### src/rtl/score_pkg.sv
//------------------------------------------------------------------------------
// Module   : score_pkg
// Brief    : Shared widths and FSM state encoding for the score accumulator.
// Revision : 1.0 - initial release
//------------------------------------------------------------------------------
`default_nettype none

package score_pkg;

  localparam int SCORE_W = 7;
  localparam int COUNT_W = 8;

  typedef enum logic [0:0] {
    ST_IDLE = 1'b0,
    ST_ADD  = 1'b1
  } state_e;

endpackage

`default_nettype wire

### src/rtl/RCA.sv
//------------------------------------------------------------------------------
// Module   : RCA
// Brief    : N-bit combinational ripple-carry adder (sum and carry-out).
// Revision : 1.0 - initial release
//------------------------------------------------------------------------------
`default_nettype none

module RCA #(
  parameter int N = 7
) (
  input  logic [N-1:0] a_i,
  input  logic [N-1:0] b_i,
  input  logic         cin_i,
  output logic [N-1:0] sum_o,
  output logic         cout_o
);

  logic carry;

  // Carry kept in a procedural variable so the chain is one ordered loop.
  always_comb begin
    carry = cin_i;
    sum_o = '0;
    for (int i = 0; i < N; i++) begin
      sum_o[i] = a_i[i] ^ b_i[i] ^ carry;
      carry    = (a_i[i] & b_i[i]) | (carry & (a_i[i] ^ b_i[i]));
    end
    cout_o = carry;
  end

endmodule

`default_nettype wire

### src/rtl/score_accumulator.sv
//------------------------------------------------------------------------------
// Module   : score_accumulator
// Brief    : Handshaked unsigned accumulator on an RCA datapath with sticky
//            overflow and saturating item counter. Build option
//            SCORE_ACC_SATURATE_EN clamps the total to all ones on carry-out.
// Revision : 1.0 - initial release
//------------------------------------------------------------------------------
`default_nettype none

module score_accumulator
  import score_pkg::*;
#(
  parameter int N  = SCORE_W,
  parameter int CW = COUNT_W
) (
  input  logic          clk,
  input  logic          rst,
  input  logic          in_valid,
  output logic          in_ready,
  input  logic [N-1:0]  in_data,
  input  logic          clear,
  output logic [N-1:0]  acc_sum,
  output logic          acc_ovf,
  output logic          out_valid,
  output logic [CW-1:0] item_count
);

  localparam logic [CW-1:0] C_CNT_ONE = CW'(1);

  state_e        state_q, state_d;
  logic [N-1:0]  op_q, op_d;
  logic [N-1:0]  sum_q, sum_d;
  logic          ovf_q, ovf_d;
  logic          out_valid_q, out_valid_d;
  logic [CW-1:0] cnt_q, cnt_d;

  logic [N-1:0]  w_rca_sum;
  logic          w_rca_cout;
  logic [N-1:0]  w_add_result;
  logic          w_accept;

  RCA #(.N(N)) u_rca (
    .a_i    (op_q),
    .b_i    (sum_q),
    .cin_i  (1'b0),
    .sum_o  (w_rca_sum),
    .cout_o (w_rca_cout)
  );

`ifdef SCORE_ACC_SATURATE_EN
  assign w_add_result = w_rca_cout ? {N{1'b1}} : w_rca_sum;
`else
  assign w_add_result = w_rca_sum;
`endif

  assign in_ready = !rst && (state_q == ST_IDLE) && !clear;
  assign w_accept = in_valid && in_ready;

  always_comb begin
    state_d     = state_q;
    op_d        = op_q;
    sum_d       = sum_q;
    ovf_d       = ovf_q;
    cnt_d       = cnt_q;
    out_valid_d = 1'b0;
    if (clear) begin
      // Clear wins over everything, including an add already in flight.
      state_d = ST_IDLE;
      sum_d   = '0;
      ovf_d   = 1'b0;
      cnt_d   = '0;
    end else begin
      case (state_q)
        ST_IDLE: begin
          if (w_accept) begin
            op_d    = in_data;
            state_d = ST_ADD;
          end
        end
        ST_ADD: begin
          sum_d       = w_add_result;
          ovf_d       = ovf_q | w_rca_cout;
          cnt_d       = (cnt_q == {CW{1'b1}}) ? cnt_q : cnt_q + C_CNT_ONE;
          out_valid_d = 1'b1;
          state_d     = ST_IDLE;
        end
        default: state_d = ST_IDLE;
      endcase
    end
  end

  always_ff @(posedge clk) begin
    if (rst) begin
      state_q     <= ST_IDLE;
      op_q        <= '0;
      sum_q       <= '0;
      ovf_q       <= 1'b0;
      cnt_q       <= '0;
      out_valid_q <= 1'b0;
    end else begin
      state_q     <= state_d;
      op_q        <= op_d;
      sum_q       <= sum_d;
      ovf_q       <= ovf_d;
      cnt_q       <= cnt_d;
      out_valid_q <= out_valid_d;
    end
  end

  assign acc_sum    = sum_q;
  assign acc_ovf    = ovf_q;
  assign out_valid  = out_valid_q;
  assign item_count = cnt_q;

endmodule

`default_nettype wire
### config.mk
export PLATFORM = sky130hd
export DESIGN_NAME = score_accumulator
export DESIGN_NICKNAME = d
export VERILOG_FILES = /design/src/rtl/score_pkg.sv /design/src/rtl/RCA.sv /design/src/rtl/score_accumulator.sv
export SDC_FILE = /design/constraint.sdc
export NUM_CORES = 1
export LEC_CHECK = 0
export CAP_MARGIN = 25
export CORE_MARGIN = 10
export CORE_UTILIZATION = 42
export CTS_CLUSTER_SIZE = 40
export DETAILED_ROUTE_END_ITERATION = 7
export PLACE_DENSITY = 0.7
export SLEW_MARGIN = 15
export SYNTH_ARGS = -nofsm -noshare
export SYNTH_HDL_FRONTEND = slang
export SYNTH_HIERARCHICAL = 1
export SYNTH_SLANG_ARGS = --single-unit
### constraint.sdc
create_clock -name clk -period 6.1 [get_ports clk]
set_input_delay 0.915 -clock clk [delete_from_list [all_inputs] [get_ports clk]]
set_output_delay 0.915 -clock clk [all_outputs]
set_load 0.05 [all_outputs]
==> results.toml <==
[status]
run_status = "complete, no violations"

[critical_path]
path_class = "in2out"
worstSetupStartpointType = "input pin"
cp_max_fo = 14
worst_setup_path_end_kind = "primary output"
ff2ff_setup_slack_ns = 2.73
timing.rr.start = "op_q[0]"
crit_required_ns = 5.18
start_point_of_the_critical_path = "rst"
rr_endpoint = "acc_sum[6]"
ff2ff_path_depth = 13
critPathArrivalTime_ns = 2.98

[global_route]
grt_pass1_wl_mm = 4.18
grt_antenna_before_repair = 0
global_route.overflow_total = 0
grt_start_max_net_pins = 17
grt_pass1_vias = 916
globalRouteTotalUtil_pct = 9.84

[floorplan]
start_util_pct = 43.1
floorplan.die.height_um = 72.7
core.rowCount = 19
die-area_sq_um = 5290
pin_count = 29
die_x_extent_um = 72.7
design.core.area_sq_um = 2710

[place]
dp_hpwl_mm = 1.88
post_dp_cell_area_sq_um = 1450
globalplace.congestion = 0.789
port_buffer_count = 28

[power]
p_sw_uw = 60.6
sw_frac_of_total_pct = 22.9
irDropWorstVdd_mv = 0.139
power.internal_uw = 203
seq_power_share_pct = 63.9
power_per_cell_area_nw_per_um2 = 178
share_clk_of_total_power_pct = 27.2
leakagePower_nw = 0.545
pwr-share-comb_pct = 9.0

[logic_synthesis]
synth.most_common_cell = "dfxtp_1"
yosysWarnings = 6
netlist_top_cells_count = "dfxtp_1 (25), nor2_1 (17), mux2i_1 (16)"
synth_largest_area_cell = "dfxtp_1"
synthDistinctLibCells = 28
dominantRegCellSynth = "dfxtp_1"
synthesis.nets = 134
synth_enable_flop_cells = 0
synth_seq_area_share_pct = 42.9
netlist_instances = 115
synthesis.area_per_instance_sq_um = 10.2
syn_area_sq_um = 1170
ys_top_cells_by_area = "dfxtp_1 (43%), mux2i_1 (14%), fa_1 (12%), nor2_1 (5.5%), inv_1 (3.2%)"
async_reset_ff_share_pct = 0
synth-seq-cells = 25
synth_top_cell_area_share_pct = 42.9

[routing]
wl_per_cell_um = 13.8
detail_route.wirelength.met1_mm = 1.03
detail_route.drc_violations = 0
drt_iter0_markers = 34
totalWireLength_mm = 2.39
highest_metal_layer_with_signal_wires = "met4"
dr_wl_met2_mm = 1.13
avgViaCountPerCell = 5.13
met3_length_um = 200
vias = 892
ant_nets = 0
detail_route.first_pass.iterations = 4

[layout]
antenna_cells = 0
cell_area_after_layout_sq_um = 1480
drive_above_1_share_pct = 4.20
layout-area-overhead-vs-synth_pct = 27.1
net_count_reported_at_finish = 163

[min_path]
min_path_type = "reg2reg"
worstHoldStart = "acc_ovf"
worstHoldEndpoint = "acc_ovf"
worst_hold_stages = 2

[timing]
drv_slew = 0
worst-slew-pin-transition_ns = 0.696
setup-tns-final_ns = 0
post_layout_minimum_cycle_time_ns = 3.89
max_freq_mhz = 257
setup_repair_after_global_routing_missed_its_margin = "false"
max-slew-margin-rel_pct = 53.6
fin_worst_skew_ns = 0.00249
min_period_over_period_pct = 63.8
setup_violations = 0
report.final.hold_viol_count = 0

[clocking]
cts.htree.levels = 1
clkLatencyLatePin_ns = 0.31
cts.repair.resized = 0
clockRootBuffer = "clkbuf_4"
number_of_buffers_inserted_for_hold_repair_after_clock_tree_synthesis = 0
cts.sinks = 25
tritoncts = "done"
numCtsBuffers = 3
postCtsSetupBuffers = 0
clock_slew_at_reported_path_ffs_ns = 0.13
clock_tree.buffer_depth = 2

[flow_run]
max_cap_violations = 0
==> worst max-delay path by stage <==
stage	endpoint	depth (start not counted)	slack (ns)
floorplan	acc_sum[6]	13	2.71
global placement	in_ready	4	2.23
detailed placement	in_ready	4	2.19
CTS	in_ready	4	2.19
global route	in_ready	4	2.07
finish	in_ready	4	2.21
==> metal layers <==
layer	GRT usage (%)	vias up
met5	0	-
met2	15.5	23
met3	4.49	4
met4	4.43	0
met1	11.1	417
li1	-	448
==> worst max-delay path: stages <==
cell and delay, ns:
clkdlybuf4s50_1 0.59, or2_1 0.49, nor2_1 0.16, clkdlybuf4s50_1 0.82
==> kinds of logic (layout without fill, tap and decap cells) <==
| logic type | Yosys count | count (layout) | share of synthesized area [%] |
|---|---|---|---|
| simple gates | 36 | 36 | 16.0 |
| flops | 25 | 25 | 42.9 |
| mux | 16 | 16 | 13.7 |
| buf+inv | 15 | 43 | 6.32 |
| compound gates | 14 | 14 | 7.72 |
| fa+ha+maj | 8 | 8 | 13.1 |
| other cells | 1 | 1 | 0.321 |
==> state kept, by name, indices dropped and copies added, names as in the netlist <==
register	cells
state_q	1
out_valid	1
op_q	7
acc_ovf	1
item_count	8
acc_sum	7
==> placed cells by master (no fill, tap or decap) <==
master	synthesis	layout
fa_1	7	7
or2_1	1	1
clkbuf_4	0	4
a21boi_1	1	1
a211oi_1	3	3
a31oi_1	3	3
a21boi_0	1	1
conb_1	1	1
inv_1	10	10
and3_1	2	2
and4_1	2	2
nand2_1	5	5
nor4b_1	1	1
a21oi_1	4	4
clkdlybuf4s50_1	0	28
nor3b_1	1	1
nor4b_2	1	1
or3_2	1	1
a311oi_1	1	1
clkbuf_1	1	1
and2_1	1	1
nand4_1	2	2
mux2i_1	16	16
dfxtp_1	25	25
o21ai_0	1	1
nor2_1	17	17
nor3_1	2	2
ha_1	1	1
==> through the flow <==
stage | util, % | total power, mW | setup slack, ns | instances | hold slack, ns
5_1_grt | 54.8 | 0.277 | 2.07 | 174 | 0.554
2_1_floorplan | - | 0.186 | 2.71 | 115 | 0.460
3_5_place_dp | 53.5 | 0.196 | 2.19 | 169 | 0.491
6_report | 54.8 | 0.264 | 2.21 | 174 | 0.518
4_1_cts | 54.5 | 0.267 | 2.19 | 173 | 0.522
3_3_place_gp | 53.5 | 0.195 | 2.23 | 169 | 0.466
==> final cells by class <==
type,instances,area [sq um]
multi-input combinational,75,593
inverter,10,37.5
clock buffer,4,26.3
sequential,25,500
timing repair buffer,29,288
fill,259,1230
tap,31,38.8
==> power by group through the flow <==
stage | registers (mW) | clock network (mW) | logic, mW
floorplan | 0.172 | 0 | 0.0139
global placement | 0.172 | 0 | 0.0231
detailed placement | 0.172 | 0 | 0.0237
CTS | 0.169 | 0.0740 | 0.0238
global route | 0.169 | 0.0817 | 0.0261
finish | 0.169 | 0.0717 | 0.0236
No activity file was read; power rests on OpenSTA's default activity.
